[config.mk]
export PLATFORM = sky130hd
export DESIGN_NAME = int_ctrl_flat
export DESIGN_NICKNAME = d
export VERILOG_FILES = /design/src/rtl/sm83_pkg.sv /design/src/rtl/int_ctrl_if.sv /design/src/rtl/int_prio.sv /design/src/rtl/int_ctrl.sv /design/src/flat_wrapper.sv
export SDC_FILE = /design/constraint.sdc
export NUM_CORES = 1
export LEC_CHECK = 0
export ABC_AREA = 0
export CORE_MARGIN = 10
export CORE_UTILIZATION = 47
export DETAILED_ROUTE_END_ITERATION = 7
export PLACE_DENSITY = 0.84
export SLEW_MARGIN = 20
export SYNTH_ARGS = -nofsm -noshare
export SYNTH_HDL_FRONTEND = slang
export SYNTH_SLANG_ARGS = --single-unit
[constraint.sdc]
create_clock -name clk -period 4.5 [get_ports clk]
set_input_delay 1.35 -clock clk [delete_from_list [all_inputs] [get_ports clk]]
set_output_delay 1.35 -clock clk [all_outputs]
set_load 0.005 [all_outputs]
[src/rtl/sm83_pkg.sv]
// rtl/sm83_pkg.sv - shared types and constants for the SM83 interrupt controller
package sm83_pkg;

  typedef enum logic [2:0] {
    D_IDLE,
    D_NOP,
    D_SPDEC,
    D_PUSH_HI,
    D_PUSH_LO,
    D_JUMP
  } int_state_t;

  localparam int IRQ_VBLANK = 0;
  localparam int IRQ_STAT   = 1;
  localparam int IRQ_TIMER  = 2;
  localparam int IRQ_SERIAL = 3;
  localparam int IRQ_JOYPAD = 4;

  localparam logic [7:0] INT_VEC_BASE   = 8'h40;
  localparam logic [7:0] IF_UNUSED_MASK = 8'hE0;

  // Each source owns an 8-byte slot above the vector base.
  function automatic logic [7:0] irq_vector(input int idx);
    return INT_VEC_BASE + 8'(idx * 8);
  endfunction

endpackage

[src/rtl/int_ctrl_if.sv]
// rtl/int_ctrl_if.sv - register bus, request and dispatch strobes of the interrupt controller
interface int_ctrl_if;

  logic [4:0] irq_in;
  logic       reg_we;
  logic       reg_sel;
  logic [7:0] reg_wdata;
  logic [7:0] reg_rdata;
  logic       instr_boundary;
  logic       ei;
  logic       di;
  logic       reti;
  logic       halted;
  logic       int_req;
  logic       sp_dec;
  logic       push_pc_hi;
  logic       push_pc_lo;
  logic       vec_to_pc;
  logic [7:0] vector;
  logic       wake;
  logic       halt_bug;

  modport slave (
    input  irq_in, reg_we, reg_sel, reg_wdata,
    input  instr_boundary, ei, di, reti, halted,
    output reg_rdata, int_req, sp_dec, push_pc_hi, push_pc_lo,
    output vec_to_pc, vector, wake, halt_bug
  );

  modport master (
    output irq_in, reg_we, reg_sel, reg_wdata,
    output instr_boundary, ei, di, reti, halted,
    input  reg_rdata, int_req, sp_dec, push_pc_hi, push_pc_lo,
    input  vec_to_pc, vector, wake, halt_bug
  );

endinterface

[src/rtl/int_prio.sv]
// rtl/int_prio.sv - fixed-priority resolver: lowest pending source wins
module int_prio
  import sm83_pkg::*;
(
  input  logic [4:0] pend,
  output logic       valid,
  output logic [7:0] vector
);

  always_comb begin
    valid  = |pend;
    vector = 8'h00;
    if (pend[IRQ_VBLANK])      vector = irq_vector(IRQ_VBLANK);
    else if (pend[IRQ_STAT])   vector = irq_vector(IRQ_STAT);
    else if (pend[IRQ_TIMER])  vector = irq_vector(IRQ_TIMER);
    else if (pend[IRQ_SERIAL]) vector = irq_vector(IRQ_SERIAL);
    else if (pend[IRQ_JOYPAD]) vector = irq_vector(IRQ_JOYPAD);
  end

endmodule

[src/rtl/int_ctrl.sv]
// rtl/int_ctrl.sv - SM83 IF/IE/IME state, priority and 5-M-cycle dispatch sequencer
// Optional HALT-bug detection is built when SM83_HALT_BUG_EN is defined.
module int_ctrl
  import sm83_pkg::*;
(
  input  logic       clk,
  input  logic       rst_n,
  int_ctrl_if.slave  bus
);

  logic [4:0] if_q;
  logic [7:0] ie_q;
  logic       ime;
  logic       ei_armed;
  int_state_t state;
  logic       sp_dec_q;
  logic       push_hi_q;
  logic       push_lo_q;
  logic       vec_to_pc_q;
  logic [7:0] vector_q;

  logic [4:0] pend;
  logic       prio_valid;
  logic [7:0] prio_vector;
  logic [4:0] clr_mask;
  logic [4:0] if_next;
  logic       int_req;

  assign pend     = ie_q[4:0] & if_q;
  assign clr_mask = pend & (~pend + 5'd1);
  assign int_req  = (state == D_IDLE) & ime & (|pend) & bus.instr_boundary & ~bus.halted;

  int_prio u_prio (
    .pend   (pend),
    .valid  (prio_valid),
    .vector (prio_vector)
  );

  // Write first, then dispatch clear, then new requests so no pulse is dropped.
  always_comb begin
    if_next = if_q;
    if (bus.reg_we && !bus.reg_sel) if_next = bus.reg_wdata[4:0];
    if ((state == D_PUSH_HI) && prio_valid) if_next = if_next & ~clr_mask;
    if_next = if_next | bus.irq_in;
  end

  always_ff @(posedge clk or negedge rst_n) begin
    if (!rst_n) begin
      if_q <= 5'h00;
      ie_q <= 8'h00;
    end else begin
      if_q <= if_next;
      if (bus.reg_we && bus.reg_sel) ie_q <= bus.reg_wdata;
    end
  end

  // The armed flag delays IME by one instruction after EI.
  always_ff @(posedge clk or negedge rst_n) begin
    if (!rst_n) begin
      ime      <= 1'b0;
      ei_armed <= 1'b0;
    end else if (int_req) begin
      ime <= 1'b0;
    end else if (state == D_IDLE) begin
      if (bus.di) begin
        ime      <= 1'b0;
        ei_armed <= 1'b0;
      end else begin
        if (bus.reti) ime <= 1'b1;
        if (ei_armed && bus.instr_boundary) begin
          ime      <= 1'b1;
          ei_armed <= bus.ei;
        end else if (bus.ei) begin
          ei_armed <= 1'b1;
        end
      end
    end
  end

  always_ff @(posedge clk or negedge rst_n) begin
    if (!rst_n) begin
      state       <= D_IDLE;
      sp_dec_q    <= 1'b0;
      push_hi_q   <= 1'b0;
      push_lo_q   <= 1'b0;
      vec_to_pc_q <= 1'b0;
      vector_q    <= 8'h00;
    end else begin
      sp_dec_q    <= 1'b0;
      push_hi_q   <= 1'b0;
      push_lo_q   <= 1'b0;
      vec_to_pc_q <= 1'b0;
      case (state)
        D_IDLE: begin
          if (int_req) state <= D_NOP;
        end
        D_NOP: begin
          state    <= D_SPDEC;
          sp_dec_q <= 1'b1;
        end
        D_SPDEC: begin
          state     <= D_PUSH_HI;
          push_hi_q <= 1'b1;
          sp_dec_q  <= 1'b1;
        end
        D_PUSH_HI: begin
          // IE may have just been overwritten by the high push; resolve now.
          state     <= D_PUSH_LO;
          push_lo_q <= 1'b1;
          vector_q  <= prio_vector;
        end
        D_PUSH_LO: begin
          state       <= D_JUMP;
          vec_to_pc_q <= 1'b1;
        end
        D_JUMP: begin
          state <= D_IDLE;
        end
        default: begin
          state <= D_IDLE;
        end
      endcase
    end
  end

`ifdef SM83_HALT_BUG_EN
  logic halted_q;

  always_ff @(posedge clk or negedge rst_n) begin
    if (!rst_n) halted_q <= 1'b0;
    else        halted_q <= bus.halted;
  end

  assign bus.halt_bug = bus.halted & ~halted_q & ~ime & (|pend);
`else
  assign bus.halt_bug = 1'b0;
`endif

  assign bus.reg_rdata  = bus.reg_sel ? ie_q : (IF_UNUSED_MASK | {3'b000, if_q});
  assign bus.int_req    = int_req;
  assign bus.sp_dec     = sp_dec_q;
  assign bus.push_pc_hi = push_hi_q;
  assign bus.push_pc_lo = push_lo_q;
  assign bus.vec_to_pc  = vec_to_pc_q;
  assign bus.vector     = vector_q;
  assign bus.wake       = |pend;

endmodule

[src/flat_wrapper.sv]
// flat-port wrapper written by rule: the top's interface ports become plain ports
module int_ctrl_flat import sm83_pkg::*;
  (clk, rst_n, bus_irq_in, bus_reg_we, bus_reg_sel, bus_reg_wdata, bus_instr_boundary, bus_ei, bus_di, bus_reti, bus_halted, bus_reg_rdata, bus_int_req, bus_sp_dec, bus_push_pc_hi, bus_push_pc_lo, bus_vec_to_pc, bus_vector, bus_wake, bus_halt_bug);
  int_ctrl_if bus_i ();
  input  logic clk;
  input  logic rst_n;
  input wire logic [$bits(bus_i.irq_in)-1:0] bus_irq_in;
  input wire logic [$bits(bus_i.reg_we)-1:0] bus_reg_we;
  input wire logic [$bits(bus_i.reg_sel)-1:0] bus_reg_sel;
  input wire logic [$bits(bus_i.reg_wdata)-1:0] bus_reg_wdata;
  input wire logic [$bits(bus_i.instr_boundary)-1:0] bus_instr_boundary;
  input wire logic [$bits(bus_i.ei)-1:0] bus_ei;
  input wire logic [$bits(bus_i.di)-1:0] bus_di;
  input wire logic [$bits(bus_i.reti)-1:0] bus_reti;
  input wire logic [$bits(bus_i.halted)-1:0] bus_halted;
  output wire logic [$bits(bus_i.reg_rdata)-1:0] bus_reg_rdata;
  output wire logic [$bits(bus_i.int_req)-1:0] bus_int_req;
  output wire logic [$bits(bus_i.sp_dec)-1:0] bus_sp_dec;
  output wire logic [$bits(bus_i.push_pc_hi)-1:0] bus_push_pc_hi;
  output wire logic [$bits(bus_i.push_pc_lo)-1:0] bus_push_pc_lo;
  output wire logic [$bits(bus_i.vec_to_pc)-1:0] bus_vec_to_pc;
  output wire logic [$bits(bus_i.vector)-1:0] bus_vector;
  output wire logic [$bits(bus_i.wake)-1:0] bus_wake;
  output wire logic [$bits(bus_i.halt_bug)-1:0] bus_halt_bug;
  assign bus_i.irq_in = bus_irq_in;
  assign bus_i.reg_we = bus_reg_we;
  assign bus_i.reg_sel = bus_reg_sel;
  assign bus_i.reg_wdata = bus_reg_wdata;
  assign bus_i.instr_boundary = bus_instr_boundary;
  assign bus_i.ei = bus_ei;
  assign bus_i.di = bus_di;
  assign bus_i.reti = bus_reti;
  assign bus_i.halted = bus_halted;
  assign bus_reg_rdata = bus_i.reg_rdata;
  assign bus_int_req = bus_i.int_req;
  assign bus_sp_dec = bus_i.sp_dec;
  assign bus_push_pc_hi = bus_i.push_pc_hi;
  assign bus_push_pc_lo = bus_i.push_pc_lo;
  assign bus_vec_to_pc = bus_i.vec_to_pc;
  assign bus_vector = bus_i.vector;
  assign bus_wake = bus_i.wake;
  assign bus_halt_bug = bus_i.halt_bug;
  int_ctrl u_core (.clk(clk), .rst_n(rst_n), .bus(bus_i));
endmodule
==> results of run 1 <==
-- worst min-delay path by stage --
stage / endpoint / from / slack (ps) / cells after the start
final: u_core.bus.vector[3]$_DFFE_PN0P_ / u_core.bus.vector[3]$_DFFE_PN0P_ / 490 / 1
after global routing: u_core.ie_q[7]$_DFFE_PN0P_ / u_core.ie_q[7]$_DFFE_PN0P_ / 520 / 1
after CTS: u_core.bus.vector[3]$_DFFE_PN0P_ / u_core.bus.vector[3]$_DFFE_PN0P_ / 500 / 1
after detailed placement: u_core.bus.vector[3]$_DFFE_PN0P_ / u_core.bus.vector[3]$_DFFE_PN0P_ / 470 / 1
after global placement: u_core.bus.vector[4]$_DFFE_PN0P_ / u_core.bus.vector[4]$_DFFE_PN0P_ / 460 / 2
after floorplan: u_core.ei_armed$_DFFE_PN0P_ / u_core.ei_armed$_DFFE_PN0P_ / 460 / 2
-- power breakdown --
part	total [W]	internal [W]	switching, W	leakage, nW
combinational	0.000259	0.000161	0.0000983	0.389
clock	0.0000933	0.0000313	0.0000620	0.0138
sequential	0.000350	0.000297	0.0000533	0.305
-- registers in the layout (all words and copies together), names as in the netlist, 3 cells and up --
signal,count
u_core.state,3
u_core.bus.vector,4
u_core.if_q,5
u_core.ie_q,8
-- cells by family after synthesis --
group,count (synthesis),synth area share (%)
buffers and inverters,8,4.14
AOI/OAI and AO/OA,17,11.5
and+or+nand+nor,31,14.1
DFF,26,52.5
other,1,0.302
xor gates and xnor gates,1,0.706
muxes,19,16.8
-- critical path: stages --
cell	delay [ps]
clkdlybuf4s50_1	510
nand3b_1	120
a31oi_2	300
and2b_2	190
clkdlybuf4s50_1	500
-- placed cells by master, fill, tap and decap left out, drive strengths merged --
cell type / instances
a31oi: 2
o21ai: 1
nand2b: 3
nor2b: 1
clkdlybuf4s50: 38
conb: 5
o31ai: 1
dfrtp: 26
clkbuf: 3
o21bai: 4
nand3: 2
or2: 2
a211oi: 2
o22a: 1
nor3: 1
mux2i: 5
nor3b: 3
mux2: 14
nor2: 7
nand2: 7
inv: 1
or4b: 1
a21o: 2
xnor2: 1
or3: 1
a22oi: 2
a21oi: 1
buf: 1
and2b: 1
nand3b: 2
a221oi: 1
-- layer usage --
metal / routed length (µm) / vias up
met1: 1150 / 445
met5: 0 / -
li1: - / 435
met2: 1460 / 33
met4: 14 / 0
met3: 185 / 2
-- final cells by class --
| class | count | area, µm² |
|---|---|---|
| timing repair buffer | 39 | 385 |
| sequential | 26 | 651 |
| inverter | 1 | 3.75 |
| fill | 203 | 841 |
| clock buffer | 3 | 22.5 |
| tap | 30 | 37.5 |
| multi-input combinational | 73 | 559 |
-- metrics by stage --
step           instance area, µm²  worst slack [ps]  instances  util, %  hold WS [ps]
2_1_floorplan                1250              1210        107        -           464
3_3_place_gp                 1640               159        169     65.4           464
3_5_place_dp                 1640               121        169     65.4           473
4_1_cts                      1660               112        172     66.3           501
5_1_grt                      1660              66.1        172     66.4           523
6_report                     1660               182        172     66.4           494
-- timing repair --
| item | in CTS | in global routing |
|---|---|---|
| buffers inserted | 0 | 0 |
| resized for setup | 0 | 1 |
| setup endpoints to repair | 0 | 1 |
| hold endpoints to repair | 0 | 0 |
==> metrics.cfg, run 1 <==
[clock_network]
clock_sinks=26
cts_root_buf=clkbuf_4
cts_tree=yes
cts_buffer_depth=2
cts-hold-fix-buffers=0
numCtsBuffers=3
clk_pin_slew_ps=120
h-tree-depth=1
worstSkewPairLatency_ps=310

[global_route]
grt_pass1_wl_um=4440
grt_max_degree=27
grtUsageMet2_pct=18.4
grt_usage_pct=10.5
overflow=0
top_usage_layer=met2
met3_usage_pct=4.13
first_global_vias=907
antenna_found_initial=0
met1_usage_pct=11.6

[placement]
port_buffers=39
gp_congestion=0.744
place_hpwl_um=2200

[setup_path]
crit_type=in -> out
crit_path_start_kind=input pin
worstSetupStartpoint=bus_instr_boundary
cp-end-kind=output port
cp_max_fo=5
ff2ff_path_depth=5
required_ps=3150
worst-r2r-setup-slack_ps=2870
reg2reg_to=u_core.if_q[4]$_DFF_PN0_
reg2reg_from=u_core.state[2]$_DFFE_PN0P_
crit_end=bus_int_req
worstPathArrival_ps=2970

[floorplanning]
start_util_pct=49.6
die_h_um=71.4
io_pins=45
dieArea_um2=5090
core-area_um2=2500
die_w_um=71.4
rows=18

[routing]
ant_nets=0
vias=915
viasPerCell=5.32
drc=0
drtIter0Drc=24
dr.pass1.iters=4
drt-total-wl_um=2800
wire_per_inst_um=16.3

[synth]
syn_area_um2=1240
synth_top_area_cell=dfrtp_1
synth_edf_count=0
avgSynthCellArea_um2=12.0
yosysWarnings=0
synth.most_common_cell=dfrtp_1
ys_seq_area_share_pct=52.5
ys_types=32
synth_top_area_share_pct=52.5
synth-seq-cells=26
synthTopCellsByArea=dfrtp_1 52%, mux2_2 13%, mux2i_1 4.0%
synth_cells=103
ys_async_sr_fraction_pct=100
synthFlopType=dfrtp_1
synthTopCellsByCount=26 x dfrtp_1, 14 x mux2_2, 7 x nor2_1, 6 x nand2_1

[sta]
finalClockSkew_ps=6.26
finalSetupViolCount=0
slew_viol_final=0
fin_crit_sh_pct=96.0
finalHoldViolations=0
rsz0062_at_grt=false
setup_tns_ps=0
tightestPinTransition_ps=667
relSlewSlack_pct=55.5
fmax_ghz=0.232
period_needed_ps=4320

[final_layout]
antenna_cells=0
area_growth_pct=33.8
final_layout_size_suffix_gt1_share_pct=19.0
fin_nets=166

[pwr]
leakagePower_nw=0.708
power_w=0.000703
powerDensity_nw_per_um2=424
ir_drop_mv=0.312

[run_status]
outcome=finished clean

[min_path]
hp-class=reg -> reg

[job]
maxCapViolCount=0

(Power assumes the default switching activity.)
==> inputs of run 2 (changes only) <==
--- a/config.mk
+++ b/config.mk
@@ -10,6 +10,7 @@
 export CORE_UTILIZATION = 47
 export DETAILED_ROUTE_END_ITERATION = 7
 export PLACE_DENSITY = 0.84
+export REMOVE_ABC_BUFFERS = 1
 export SLEW_MARGIN = 20
 export SYNTH_ARGS = -nofsm -noshare
 export SYNTH_HDL_FRONTEND = slang
==> run 2 against run 1 <==
Fmax fell by 0.62%. Hold slack improved by 8.2 ps. Die area did not move. Largest power group unchanged. Critical path depth did not move. First-iteration DRC count rose by 29%. Final cell count rose by 0.58%. Critical path type unchanged. Final area rose by 0.45%.
==> metrics.cfg, run 2 (same netlist as run 1, synthesis figures left out) <==
[floorplanning]
start_util_pct=49.6  ; unchanged
rows=18  ; unchanged
die_h_um=71.4  ; unchanged
io_pins=45  ; unchanged
dieArea_um2=5090  ; unchanged
die_w_um=71.4  ; unchanged
core-area_um2=2500  ; unchanged

[final_layout]
area_growth_pct=34.4
fin_nets=166  ; unchanged
final_cell_mix=38 x clkdlybuf4s50_1, 26 x dfrtp_1, 14 x mux2_2
antenna_cells=0  ; unchanged
final_layout_size_suffix_gt1_share_pct=18.9  ; -0.13 points
largest_reg_flops=8  ; unchanged
fillers=201  ; -0.99%
largest_register=u_core.ie_q
instances_no_fill=173  ; +0.58%
regArea_um2=651  ; unchanged
multiInputGateArea_um2=553  ; -1.1%
final_common_cell=clkdlybuf4s50_1

[min_path]
hold_end=u_core.bus.vector[3]$_DFFE_PN0P_
hold_path_depth=1  ; unchanged
hp-class=reg -> reg
min-delay-start=u_core.bus.vector[3]$_DFFE_PN0P_

[clock_network]
clk_pin_slew_ps=130  ; about the same
cts_tree=yes
worstSkewPairLatency_ps=320  ; about the same
cts_post_setup_buffers_inserted=0  ; unchanged
cts-hold-fix-buffers=0  ; unchanged
cts_buffer_depth=2  ; unchanged
numCtsBuffers=3  ; unchanged
cts_root_buf=clkbuf_4
h-tree-depth=1  ; unchanged
clock_sinks=26  ; unchanged
cts_resized=0  ; unchanged

[setup_path]
reg2reg_to=u_core.if_q[4]$_DFF_PN0_
worst-r2r-setup-slack_ps=2820  ; -50 ps
ff2ff_path_depth=5  ; unchanged
cp_max_fo=5  ; unchanged
crit_type=in -> out
required_ps=3150  ; about the same
cp-end-kind=output port
worstPathArrival_ps=3000  ; +30 ps
worstSetupStartpoint=bus_instr_boundary
reg2reg_from=u_core.state[2]$_DFFE_PN0P_
crit_path_start_kind=input pin

[placement]
gp_congestion=0.730  ; -1.8%
dpl.cell_count=169  ; unchanged
port_buffers=39  ; unchanged
place_hpwl_um=2210  ; +0.55%

[routing]
drtIter0Drc=31  ; +29%
ant_nets=0  ; unchanged
vias=905  ; -1.1%
viasPerCell=5.23  ; -1.7%
drt-total-wl_um=2760  ; -1.6%
dr.pass1.iters=4  ; unchanged
wire_per_inst_um=15.9  ; -2.2%
drc=0  ; unchanged

[global_route]
grt_usage_pct=11.1  ; +0.53 points
overflow=0  ; unchanged
antenna_found_initial=0  ; unchanged
grt_pass1_wl_um=4660  ; +5.0%
first_global_vias=992  ; +9.4%
grt_max_degree=27  ; unchanged

[sta]
setup_tns_ps=0  ; unchanged
finalSetupViolCount=0  ; unchanged
relSlewSlack_pct=56.7  ; +1.2 points
fin_crit_sh_pct=96.6  ; +0.60 points
rsz0062_at_grt=false
finalHoldViolations=0  ; unchanged
period_needed_ps=4350  ; +27.1 ps
slew_viol_final=0  ; unchanged
finalClockSkew_ps=2.74  ; -3.53 ps
fmax_ghz=0.230  ; -0.62%
tightestPinTransition_ps=649  ; -17.9 ps

[job]
maxCapViolCount=0  ; unchanged

[pwr]
powerDensity_nw_per_um2=433  ; +2.2%
ir_drop_mv=0.289  ; -7.3%
leakagePower_nw=0.715  ; +0.96%

[run_status]
outcome=finished clean

## run 2: changes by cell type in the layout (fill, tap and decap cells not counted)
cell / change
clkbuf_8: +1
a31oi_2: -1
a31oi_1: +1
## run 2: worst max path at each step
| stage | endpoint | slack [ps] | depth (start not counted) |
|---|---|---|---|
| floorplan | bus_int_req | 1210 | 3 |
| global route | bus_int_req | 30 | 5 |
| detailed placement | bus_int_req | 150 | 5 |
| finish | bus_int_req | 150 | 5 |
| global placement | bus_int_req | 140 | 5 |
| CTS | bus_int_req | 140 | 5 |
## run 2: cell type report
type	count	share of cell area, %
sequential	26	39.0
multi-input combinational	73	33.2
tap	30	2.25
inverter	1	0.225
clock buffer	4	2.18
timing repair buffer	39	23.1
## run 2: stage by stage
| step | util, % | total power, W | hold slack (ps) | area, µm² | setup slack [ps] |
|---|---|---|---|---|---|
| after floorplan | - | 0.000476 | 464 | 1210 | 1210 |
| after global placement | 65.4 | 0.000605 | 467 | 1640 | 144 |
| after detailed placement | 65.4 | 0.000614 | 475 | 1640 | 146 |
| after CTS | 66.9 | 0.000730 | 506 | 1670 | 145 |
| after global routing | 66.7 | 0.000773 | 527 | 1670 | 32.0 |
| final | 66.7 | 0.000722 | 502 | 1670 | 155 |
## run 2: report_power, final
group | leakage [nW] | internal [W] | switching (W)
Sequential | 0.305 | 0.000297 | 0.0000513
Combinational | 0.389 | 0.000161 | 0.0000960
Clock | 0.0210 | 0.0000495 | 0.0000678
## run 2: metal layers
layer | share of wire, % | wire length (µm) | GRT usage [%] | vias up
li1 | - | - | - | 433
met1 | 41 | 1120 | 11.8 | 444
met2 | 54 | 1480 | 19.8 | 24
met3 | 4.0 | 109 | 1.93 | 4
met4 | 1.7 | 48 | 6.45 | 0
met5 | 0 | 0 | 0 | -
## run 2: critical path: stages
cell             delay (ps)
clkdlybuf4s50_1         510
nand3b_1                 90
a31oi_1                 340
and2b_2                 210
clkdlybuf4s50_1         490
==> inputs of run 3 (changes only) <==
--- a/config.mk
+++ b/config.mk
@@ -7,9 +7,10 @@
 export LEC_CHECK = 0
 export ABC_AREA = 0
 export CORE_MARGIN = 10
-export CORE_UTILIZATION = 47
+export CORE_UTILIZATION = 49
+export CTS_BUF_LIST = sky130_fd_sc_hd__clkbuf_4 sky130_fd_sc_hd__clkbuf_8
 export DETAILED_ROUTE_END_ITERATION = 7
-export PLACE_DENSITY = 0.84
+export PLACE_DENSITY = 0.87
 export REMOVE_ABC_BUFFERS = 1
 export SLEW_MARGIN = 20
 export SYNTH_ARGS = -nofsm -noshare
==> run 3 against run 2 <==
Sequential share of layout area unchanged. Clock skew is 3.0 ps higher. Worst setup slack worse by 62 ps. Flip-flop and latch count is the same. Clock power about the same. Hold slack gained 5.2 ps. Clock-buffer cell count stayed put. Global-route usage is 0.56 points higher. Fmax shrank 1.4%. Critical endpoint unchanged. Largest cell class unchanged.
==> metrics.cfg, run 3 (same netlist as run 1, synthesis figures left out) <==
[floorplanning]
start_util_pct=50.5  ; +0.91 points
dieArea_um2=4940  ; -2.9%
rows=18  ; unchanged
die_h_um=70.3  ; -1.5%
die_w_um=70.3  ; -1.5%
core-area_um2=2450  ; -1.8%
io_pins=45  ; unchanged

[setup_path]
cp-end-kind=output port
required_ps=3150  ; about the same
worstPathBufferInverterCount=2  ; unchanged
cpMostUsedCell=clkdlybuf4s50_1
cp_max_fo=5  ; unchanged
worstPathArrival_ps=3060  ; +60 ps
crit_path_start_kind=input pin
crit_type=in -> out
cp_top_family=buffers and inverters
crit_chain=clkdlybuf4s50_1 -> nand3b_1 -> a31oi_1 -> and2b_2 -> clkdlybuf4s50_1
crit_slowest_cell=clkdlybuf4s50_1
slowest_delay_ps=520  ; about the same

[global_route]
grt_usage_pct=11.6  ; +0.56 points
grt_max_degree=27  ; unchanged
first_global_vias=997  ; +0.50%
overflow=0  ; unchanged
grt_pass1_wl_um=4810  ; +3.3%
antenna_found_initial=0  ; unchanged

[placement]
place_hpwl_um=2260  ; +2.2%
port_buffers=39  ; unchanged
place_area_um2=1630  ; -0.31%
gp_congestion=0.704  ; -3.6%

[sta]
period_needed_ps=4410  ; +61.6 ps
finalSetupViolCount=0  ; unchanged
hold_ws_ps=507  ; +5.15 ps
finalHoldViolations=0  ; unchanged
setup_tns_ps=0  ; unchanged
fin_crit_sh_pct=97.9  ; +1.4 points
fmax_ghz=0.227  ; -1.4%
finalClockSkew_ps=5.73  ; +2.99 ps
slew_viol_final=0  ; unchanged
relSlewSlack_pct=58.4  ; +1.8 points
rsz0062_at_grt=false
tightestPinTransition_ps=622  ; -26.6 ps

[clock_network]
cts-hold-fix-buffers=0  ; unchanged
clk_pin_slew_ps=140  ; about the same
cts_tree=yes
cts_post_setup_buffers_inserted=0  ; unchanged
numCtsBuffers=3  ; unchanged
clock_sinks=26  ; unchanged
cts_buffer_depth=2  ; unchanged
cts_resized=0  ; unchanged
h-tree-depth=1  ; unchanged
cts_root_buf=clkbuf_4
worstSkewPairLatency_ps=330  ; about the same

[final_layout]
final_cell_mix=38 x clkdlybuf4s50_1, 26 x dfrtp_1, 14 x mux2_2
area_growth_pct=34.4  ; unchanged
antenna_cells=0  ; unchanged
regArea_um2=651  ; unchanged
largest_register=u_core.ie_q
fin_area_um2=1670  ; unchanged
fillers=202  ; +0.50%
fin_nets=166  ; unchanged
multiInputGateArea_um2=553  ; unchanged
largest_reg_flops=8  ; unchanged
final_common_cell=clkdlybuf4s50_1
final_layout_size_suffix_gt1_share_pct=18.9  ; unchanged

[pwr]
leakagePower_nw=0.715  ; unchanged
pwr-share-comb_pct=35.3  ; -0.3 points
powerDensity_nw_per_um2=436  ; +0.54%
power_w=0.000726  ; +0.54%
clockPowerShare_pct=16.3  ; about the same
internal_power_w=0.000507  ; about the same
ir_drop_mv=0.319  ; +11%
seq_power_share_pct=48.4  ; +0.2 points
p_switching_w=0.000219  ; +1.8%
p_sw_share_pct=30.2  ; +0.37 points

[routing]
viasPerCell=5.35  ; +2.2%
drc=0  ; unchanged
routed.top_layer=met4
dr_wl_met2_um=1490  ; +0.68%
wire_per_inst_um=16.3  ; +2.1%
m1WireLength_um=1100  ; -1.8%
drt-total-wl_um=2820  ; +2.1%
ant_nets=0  ; unchanged
dr.pass1.iters=4  ; unchanged
wl_met3_um=142  ; +30%
drtIter0Drc=17  ; -45%
vias=925  ; +2.2%

[run_status]
outcome=finished clean

[job]
maxCapViolCount=0  ; unchanged

[min_path]
hp-class=reg -> reg

[run 3: cell counts in the layout (fill, tap and decap cells not counted)]
No cell type changed its count.
[run 3: layer usage]
layer | up-vias | track usage [%]
met3 | 9 | 3.67
met4 | 0 | 4.82
met1 | 454 | 13.2
li1 | 437 | -
met5 | - | 0
met2 | 25 | 19.5
[run 3: worst paths after layout]
kind                            cells past startpoint  slack (ps)                                to                              from
worst max register to register                      5        2880          u_core.if_q[4]$_DFF_PN0_       u_core.state[2]$_DFFE_PN0P_
worst min register to register                      1         510  u_core.bus.vector[5]$_DFFE_PN0P_  u_core.bus.vector[5]$_DFFE_PN0P_
min in group asynchronous                           1        1000        u_core.ie_q[5]$_DFFE_PN0P_                             rst_n
max in group asynchronous                           1        3130        u_core.ie_q[1]$_DFFE_PN0P_                             rst_n
worst max-delay path                                5          90                       bus_int_req                bus_instr_boundary
worst min-delay path                                1         510  u_core.bus.vector[5]$_DFFE_PN0P_  u_core.bus.vector[5]$_DFFE_PN0P_
[run 3: area by class of cell]
cell class,instances,share of cell area [%]
inverter,1,0.225
sequential,26,39.0
multi-input combinational,73,33.2
clock buffer,4,2.18
tap,30,2.25
timing repair buffer,39,23.1
[run 3: metrics by stage]
stage / instances / util [%] / worst slack, ps
5_1_grt: 173 / 67.9 / 58.7
2_1_floorplan: 100 / - / 1210
3_3_place_gp: 169 / 66.6 / 176
3_5_place_dp: 169 / 66.4 / 91.6
6_report: 173 / 67.9 / 93.3
4_1_cts: 173 / 67.9 / 87.7
[run 3: power by group through the flow]
stage	registers, W	logic (W)	clock network [W]
CTS	0.000352	0.000262	0.000121
floorplan	0.000347	0.000129	0
global route	0.000364	0.000282	0.000131
global placement	0.000350	0.000254	0
detailed placement	0.000356	0.000261	0
finish	0.000352	0.000256	0.000118
